===== src/rtl/gpr_read_port.sv =====
// rtl/gpr_read_port.sv - GPR operand fetch with busy scoreboard; GPR_READ_BYPASS_EN enables writeback forwarding
module gpr_read_port #(
   parameter int SIZE = 16
) (
   input  logic            clk,
   input  logic            reset,
   input  logic [SIZE-1:0] r_in0,
   input  logic [SIZE-1:0] r_in1,
   input  logic [SIZE-1:0] r_in2,
   input  logic [SIZE-1:0] r_in3,
   input  logic [SIZE-1:0] r_in4,
   input  logic [SIZE-1:0] r_in5,
   input  logic [SIZE-1:0] r_in6,
   input  logic [SIZE-1:0] r_in7,
   input  logic [SIZE-1:0] wb_data,
   input  logic [2:0]      wb_sel,
   input  logic            wb_load,
   input  logic            req_valid,
   output logic            req_ready,
   input  logic [2:0]      src_a,
   input  logic [2:0]      src_b,
   input  logic [2:0]      dst,
   input  logic            dst_en,
   output logic            rsp_valid,
   input  logic            rsp_ready,
   output logic [SIZE-1:0] op_a,
   output logic [SIZE-1:0] op_b,
   output logic [7:0]      busy
);

   typedef enum logic [1:0] {
      S_IDLE  = 2'd0,
      S_FETCH = 2'd1,
      S_RESP  = 2'd2
   } state_t;

   state_t          state, state_nxt;
   logic            live_q;
   logic [2:0]      sa_q, sb_q;
   logic [1:0]      hazard_q, hazard_nxt;
   logic [7:0]      busy_q, busy_nxt;
   logic [SIZE-1:0] op_a_q, op_b_q, op_a_nxt, op_b_nxt;
   logic [SIZE-1:0] rd_a, rd_b;
   logic [7:0]      clr_vec, set_vec;
   logic            accept;
   logic            wb_hit_a, wb_hit_b;
`ifdef GPR_READ_BYPASS_EN
   logic [1:0]      hazard_left;
`endif

   // live_q keeps req_ready low until the first clock edge after reset release
   assign accept    = (state == S_IDLE) && live_q && req_valid;
   assign req_ready = (state == S_IDLE) && live_q;
   assign rsp_valid = (state == S_RESP);
   assign op_a      = op_a_q;
   assign op_b      = op_b_q;
   assign busy      = busy_q;

   assign wb_hit_a = wb_load && (wb_sel == sa_q);
   assign wb_hit_b = wb_load && (wb_sel == sb_q);

   // Register bank read mux for source A
   always_comb begin
      rd_a = r_in0;
      case (sa_q)
         3'd0: rd_a = r_in0;
         3'd1: rd_a = r_in1;
         3'd2: rd_a = r_in2;
         3'd3: rd_a = r_in3;
         3'd4: rd_a = r_in4;
         3'd5: rd_a = r_in5;
         3'd6: rd_a = r_in6;
         3'd7: rd_a = r_in7;
         default: rd_a = r_in0;
      endcase
   end

   // Register bank read mux for source B
   always_comb begin
      rd_b = r_in0;
      case (sb_q)
         3'd0: rd_b = r_in0;
         3'd1: rd_b = r_in1;
         3'd2: rd_b = r_in2;
         3'd3: rd_b = r_in3;
         3'd4: rd_b = r_in4;
         3'd5: rd_b = r_in5;
         3'd6: rd_b = r_in6;
         3'd7: rd_b = r_in7;
         default: rd_b = r_in0;
      endcase
   end

   // Scoreboard: writeback clears its register, an accepted dst sets it; set wins on a tie
   always_comb begin
      clr_vec  = wb_load ? (8'b1 << wb_sel) : 8'b0;
      set_vec  = (accept && dst_en) ? (8'b1 << dst) : 8'b0;
      busy_nxt = (busy_q & ~clr_vec) | set_vec;
   end

   // Next-state, hazard tracking and operand capture
   always_comb begin
      state_nxt  = state;
      hazard_nxt = hazard_q;
      op_a_nxt   = op_a_q;
      op_b_nxt   = op_b_q;
`ifdef GPR_READ_BYPASS_EN
      hazard_left = hazard_q & ~{wb_hit_b, wb_hit_a};
`endif
      case (state)
         S_IDLE: begin
            if (accept) begin
               // Sample busy before this request's dst lands, so src == dst never deadlocks;
               // a writeback retiring the source in this same cycle is not a hazard
               hazard_nxt = {busy_q[src_b] & ~clr_vec[src_b],
                             busy_q[src_a] & ~clr_vec[src_a]};
               state_nxt  = S_FETCH;
            end
         end
         S_FETCH: begin
`ifdef GPR_READ_BYPASS_EN
            if (hazard_left == 2'b00) begin
               // The bank updates on this edge, so a matching writeback carries the fresh value
               op_a_nxt  = wb_hit_a ? wb_data : rd_a;
               op_b_nxt  = wb_hit_b ? wb_data : rd_b;
               state_nxt = S_RESP;
            end else begin
               hazard_nxt = hazard_left;
            end
`else
            if (hazard_q == 2'b00) begin
               op_a_nxt  = rd_a;
               op_b_nxt  = rd_b;
               state_nxt = S_RESP;
            end else begin
               hazard_nxt = hazard_q & ~{wb_hit_b, wb_hit_a};
            end
`endif
         end
         S_RESP: begin
            if (rsp_ready) begin
               state_nxt = S_IDLE;
            end
         end
         default: state_nxt = S_IDLE;
      endcase
   end

   // State, capture and scoreboard registers; reset discards any request in flight
   always_ff @(posedge clk or negedge reset) begin
      if (!reset) begin
         state    <= S_IDLE;
         live_q   <= 1'b0;
         sa_q     <= 3'd0;
         sb_q     <= 3'd0;
         hazard_q <= 2'b00;
         busy_q   <= 8'h00;
         op_a_q   <= '0;
         op_b_q   <= '0;
      end else begin
         state    <= state_nxt;
         live_q   <= 1'b1;
         if (accept) begin
            sa_q <= src_a;
            sb_q <= src_b;
         end
         hazard_q <= hazard_nxt;
         busy_q   <= busy_nxt;
         op_a_q   <= op_a_nxt;
         op_b_q   <= op_b_nxt;
      end
   end

endmodule


===== config.mk =====
export PLATFORM = sky130hd
export DESIGN_NAME = gpr_read_port
export DESIGN_NICKNAME = d
export VERILOG_FILES = /design/src/rtl/gpr_read_port.sv
export SDC_FILE = /design/constraint.sdc
export NUM_CORES = 1
export LEC_CHECK = 0
export CORE_MARGIN = 4
export CORE_UTILIZATION = 47
export CTS_BUF_LIST = sky130_fd_sc_hd__clkbuf_8
export CTS_CLUSTER_DIAMETER = 100
export DETAILED_ROUTE_END_ITERATION = 6
export MAX_ROUTING_LAYER = met4
export PLACE_DENSITY = 0.89
export SETUP_SLACK_MARGIN = 0.15
export SLEW_MARGIN = 10
export SYNTH_ARGS = -nofsm -noshare
export SYNTH_HDL_FRONTEND = slang
export SYNTH_SLANG_ARGS = --single-unit

===== constraint.sdc =====
create_clock -name clk -period 2.5 [get_ports clk]
set_input_delay 0.75 -clock clk [delete_from_list [all_inputs] [get_ports clk]]
set_output_delay 0.75 -clock clk [all_outputs]
set_load 0.1 [all_outputs]

=== Yosys cells after proc, flatten, opt, wreduce, memory -nomap -nowiden ===
Index checks and enable logic that the tools add are counted.

* Register bits: 51
* Bits of input ports: 162
* Word-level logic and storage cells: 75
* Output and inout bits: 42

* Equality and inequality tests: 22
* Reductions and logical operators: 13
* Bitwise operators: 9
* Muxes and demuxes: 19
* Order comparisons: 2
* Shifts and indexed selects: 2

{| class="wikitable"
|+ Operators with widths
! operator !! number
|-
| one-hot mux 16 bit (8 select lines) || 2
|-
| == test 3 bit (second input constant) || 8
|-
| two-way mux 8 bit || 2
|-
| << shifter 1 x 3 -> 8 bit (first input constant) || 2
|-
| binary-select mux 1 bit (select 3 bit) || 4
|-
| == test 3 x 2 -> 1 bit (second input constant) || 4
|-
| two-way mux 2 bit || 5
|-
| AND 8 bit || 1
|-
| < comparator 3 x 4 -> 1 bit (second input constant) || 2
|-
| inverter 8 bit || 1
|-
| OR 8 bit || 1
|-
| == test 3 x 1 -> 1 bit (second input constant) || 2
|-
| == test 3 bit || 2
|-
| zero test 3 bit || 2
|-
| inequality test 2 bit (second input constant) || 3
|-
| one-hot mux 2 bit (3 select lines) || 1
|-
| AND reduction 3 bit || 2
|-
| logical AND 1 bit || 5
|-
| zero test 2 bit || 2
|-
| two-way mux 1 bit || 4
|-
| one-hot mux 2 bit (2 select lines) || 1
|-
| AND 1 bit || 2
|-
| AND 2 bit || 1
|-
| == test 2 x 1 -> 1 bit (second input constant) || 1
|-
| 6 further kinds || 7
|}

=== Depth between registers and ports, before layout ===
Gate-level depths: netlist of run 1.

* Depth in word-level cells: 8
* Depth in mapped cells: 7
* Mapped depth without buffers: 4

=== Least setup slack after synthesis of run 1 ===
No wires, ideal clock.

* Kind: flip-flop to flip-flop
* Start: register state[1]
* End: register hazard_q[1]
* Setup time: 0.106 ns
* Data arrival time: 2.456 ns
* Period minus slack after synthesis: 2.562 ns
* Cell stages (with the launch flop): 4
* Path slack: -0.062 ns
* Data required time: 2.394 ns
* Path buffers: 0
* Cells stage by stage: dfrtp_1 > nor3b_2 > nand2_1 > o311ai_1

* Longest elaborated chain between the ends: 5
* Elaborated cells on any way between the ends: 9
* Those cells by class: eq/ne (3); mux (1); reduce/logical (5)

{| class="wikitable"
|+ RTL lines
! what !! line !! RTL
|-
| start, declared || 37 || <nowiki>state_t state, state_nxt;</nowiki>
|-
| start signal, assigned || 161 || <nowiki>state <= state_nxt;</nowiki>
|-
| zero test 2 bit || n/a ||
|-
| logical AND 1 bit || n/a ||
|-
| named net req_ready || 19 || <nowiki>output logic req_ready,</nowiki>
|-
| logical AND 1 bit || 52 || <nowiki>assign accept = (state == S_IDLE) && live_q && req_valid;</nowiki>
|-
| inequality test 2 bit (no line) || n/a ||
|-
| AND reduction 3 bit (no line) || n/a ||
|-
| end signal, assigned || 167 || <nowiki>hazard_q <= hazard_nxt;</nowiki>
|-
| end, declared || 40 || <nowiki>logic [1:0] hazard_q, hazard_nxt;</nowiki>
|}

The timed path passes the listed nets, and every way through them passes these cells.
A chain may end at the register's enable or synchronous reset.

=== Worst setup path after layout of run 1 ===
* Start: input port r_in1[8]
* End: register op_a_q[8], in the netlist op_a[8]

* Longest elaborated chain between the ends: 1

{| class="wikitable"
|+ RTL lines
! what !! line !! RTL
|-
| start, declared || 8 || <nowiki>input logic [SIZE-1:0] r_in1,</nowiki>
|-
| one-hot mux 16 bit (8 select lines) || 65 || <nowiki>case (sa_q)</nowiki>
|-
| end signal, assigned || 169 || <nowiki>op_a_q <= op_a_nxt;</nowiki>
|-
| end, declared || 42 || <nowiki>logic [SIZE-1:0] op_a_q, op_b_q, op_a_nxt, op_b_nxt;</nowiki>
|}

No other way between the ends.

==> results.ini, run 1 <==
[cells_and_area]
stdcell_area_sq_um=6450
syn2layout_area_growth_pct=44.40
diodes=0
register_area_sq_um=1281
nNetsFinal=829
drive_gt1_share_pct=15.57
multi_input_area_sq_um=2846
fillCellCount=703
final_common_cell=clkdlybuf4s50_1
final_cell_mix=clkdlybuf4s50_1, buf_4, nand2_1, nor2_1, dfrtp_1

[critical_path]
worst-r2r-cell-count=5
path_depth=5
rrSetupSlack_ns=0.37
crit_family=compound AO/OA/AOI/OAI gates
timing.critical_path.buf_inv=1
critPathLaunch=r_in1[8]
cp-end-kind=flip-flop
cp.required_ns=2.66
cp-endpoint=op_a[8]
crit_path_max_incr_delay_ns=0.73
worstReg2RegStart=sa_q[1]
worstSetupStartpointType=input pin
critical_path_peak_fanout=2
arrival_ns=2.31
r2r_end=op_a[8]
crit_path_cell_trace=clkdlybuf4s50_1 -> or3b_1 -> a21boi_1 -> a2111oi_0 -> o31ai_1
cpMaxStageDelayCell=a2111oi_0
critPathKind=input pin to flip-flop

[yosys]
ys_warn_count=0
synth_seq_cells=51
synth-seq-area-share_pct=28.57
syn_avg_cell_area_sq_um=8.934
syn_inst=500
syn_nets=662
synth_area_sq_um=4467
synth.distinct_cells=46

[power_and_ir_drop]
p_per_area_nw_per_um2=1320
swShare_pct=57.17
p_leak_nw=2.651
p_clk_share_pct=7.2
p_switching_mw=4.867
pwr-share-comb_pct=73.2
seqPwrFrac_pct=19.7
p_int_mw=3.646
peakVddDrop_uv=617.7

[floorplan]
ios=204
die-width_um=105.5
die-area_sq_um=11130
die_y_um=105.5
core_area_sq_um=9240
start_util_pct=48.34
rows=35

[place]
port_buffers=187
place_ws_ns=0.1155
gp_congestion=0.9130
dpl_cell_area_sq_um=6337
place_hpwl_mm=12.25

[cts]
clock_sinks=51
post_cts_buffers=0
cts.repair.resized=0
cts_buffers=5
clk_latency_ns=0.32
cts_tree=yes
cts_buffer_depth=2
root_buffer=clkbuf_8
clkTransAtPathRegs_ns=0.10
h-tree-depth=2
hold_buffers=0

[min_path]
hp-class=flip-flop to flip-flop

[global_routing]
grt_pass1_wl_mm=25.12
antenna_found_initial=0
grt_usage_pct=28.69
grt_start_max_net_pins=58
grt_remaining_overflow=0
grt_pass1_vias=4957

[timing]
worstMarginPinSlew_ns=0.8302
slew_headroom_pct=43.22
setup_slack_ns=0.3556
finClkSkew_ns=0.01709
min_period_over_period_pct=85.78
rsz0062_at_grt=no
finalSetupTns_ns=0
setup_violations=0
final_hold_viol_count=0
min_period_ns=2.144
slew_viol_final=0
fmax_ghz=0.4663

[route]
wl_per_cell_um=19.55
final_antenna_net_count=0
drt_iter0_markers=341
vias=4841
first_pass_iters=5
wirelength_mm=15.58
drc=0
vias_per_cell=6.074

[outcome]
status=completed

[flow_run]
max-cap-violations=0

==> kinds of logic (layout without fill, tap and decap cells) <==
logic type,count (synthesis),after routing,synth area share (%)
other,1,1,0.08395
and+or+nand+nor,177,177,19.78
muxes,47,47,16.41
AOI/OAI and AO/OA,146,146,25.10
DFF,51,51,28.57
xor gates and xnor gates,11,11,2.157
buffers and inverters,67,235,7.899
==> sequential cells by signal, summed over array words and instances (netlist names) <==
name / cells
busy: 8
hazard_q: 2
live_q: 1
op_a: 16
op_b: 16
sa_q: 3
sb_q: 3
state: 2
==> routing by layer <==
metal,track usage (%),vias up,wire length [um]
li1,-,2201,-
met1,35.68,2303,6024
met2,45.08,285,7473
met3,5.634,52,1364
met4,13.50,0,720
met5,-,-,0
==> cells in the mapped netlist (all sizes together) <==
cell | instances | area share, %
a2111oi | 6 | 1.2
a211oi | 1 | 0.17
a21boi | 12 | 2.0
a21oi | 2 | 0.22
a221o | 1 | 0.22
a221oi | 23 | 4.5
a22o | 24 | 4.7
and2 | 2 | 0.28
and3 | 1 | 0.14
and3b | 3 | 0.59
buf | 36 | 5.3
clkbuf | 14 | 1.2
conb | 1 | 0.084
dfrtp | 51 | 29
inv | 17 | 1.4
mux2i | 26 | 5.8
mux4 | 21 | 11
nand2 | 56 | 4.7
nand2b | 22 | 3.1
nand3 | 10 | 1.1
nand3b | 13 | 2.2
nand4 | 4 | 0.56
nand4b | 1 | 0.20
nor2 | 51 | 4.3
nor2b | 2 | 0.28
nor3b | 3 | 0.62
o2111ai | 1 | 0.20
o21ai | 30 | 3.4
o2bb2ai | 23 | 4.5
o311ai | 1 | 0.20
o31ai | 22 | 3.8
or2b | 1 | 0.17
or3 | 2 | 0.28
or3b | 6 | 1.2
xnor2 | 11 | 2.2
==> metrics by stage <==
step                      total power [mW]  util, %  cells  hold slack, ns
after floorplan                      6.325        -    500          0.4544
after global placement               7.705    68.59    789          0.4597
after detailed placement             7.874    68.59    789          0.4748
after CTS                            8.480    69.80    797          0.4958
after global routing                 8.984    69.80    797          0.5280
final                                8.513    69.80    797          0.4935
==> power by group through the flow <==
stage                     clock [mW]  sequential [mW]  combinational (mW)
after floorplan                    0             3.31                3.01
after global placement             0             1.66                6.04
after detailed placement           0             1.68                6.19
after CTS                      0.614             1.67                6.20
after global routing           0.648             1.75                6.58
final                          0.611             1.67                6.23
==> worst min path at each step <==
stage	start	cells past startpoint	endpoint	slack, ns
floorplan	reset	0	busy[0]	0.45
global placement	op_a[11]	2	op_a[11]	0.46
detailed placement	op_a[14]	2	op_a[14]	0.47
CTS	op_a[14]	2	op_a[14]	0.50
global route	op_a[14]	2	op_a[14]	0.53
finish	op_a[6]	2	op_a[6]	0.49
==> layout make-up <==
| class | count | share of cell area (%) |
|---|---|---|
| Multi-Input combinational cell | 382 | 44.13 |
| Timing Repair Buffer | 210 | 30.77 |
| Sequential cell | 51 | 19.86 |
| Tap cell | 129 | 2.502 |
| Clock buffer | 5 | 1.067 |
| Inverter | 17 | 0.9893 |
| Clock inverter | 3 | 0.6790 |
==> worst register-to-register path, stage by stage (launching register included) <==
cell and delay (ns):
dfrtp_2 0.61, buf_12 0.25, nand2_1 0.08, nor2_2 0.08
a2111oi_0 0.81, o31ai_1 0.16
Note: power is estimated with default switching activity, not from simulation.
==> inputs of run 2 (changes only) <==
- CTS_CLUSTER_DIAMETER: 100 -> 150
- HOLD_SLACK_MARGIN: default -> 0.03
==> results of run 2 <==
Final layout, timing and power as in run 1 (identical DEF).
==> inputs of run 3 (changes only) <==
- CTS_CLUSTER_SIZE: default -> 8
==> results of run 3 <==
Final layout, timing and power as in run 1 (identical DEF).
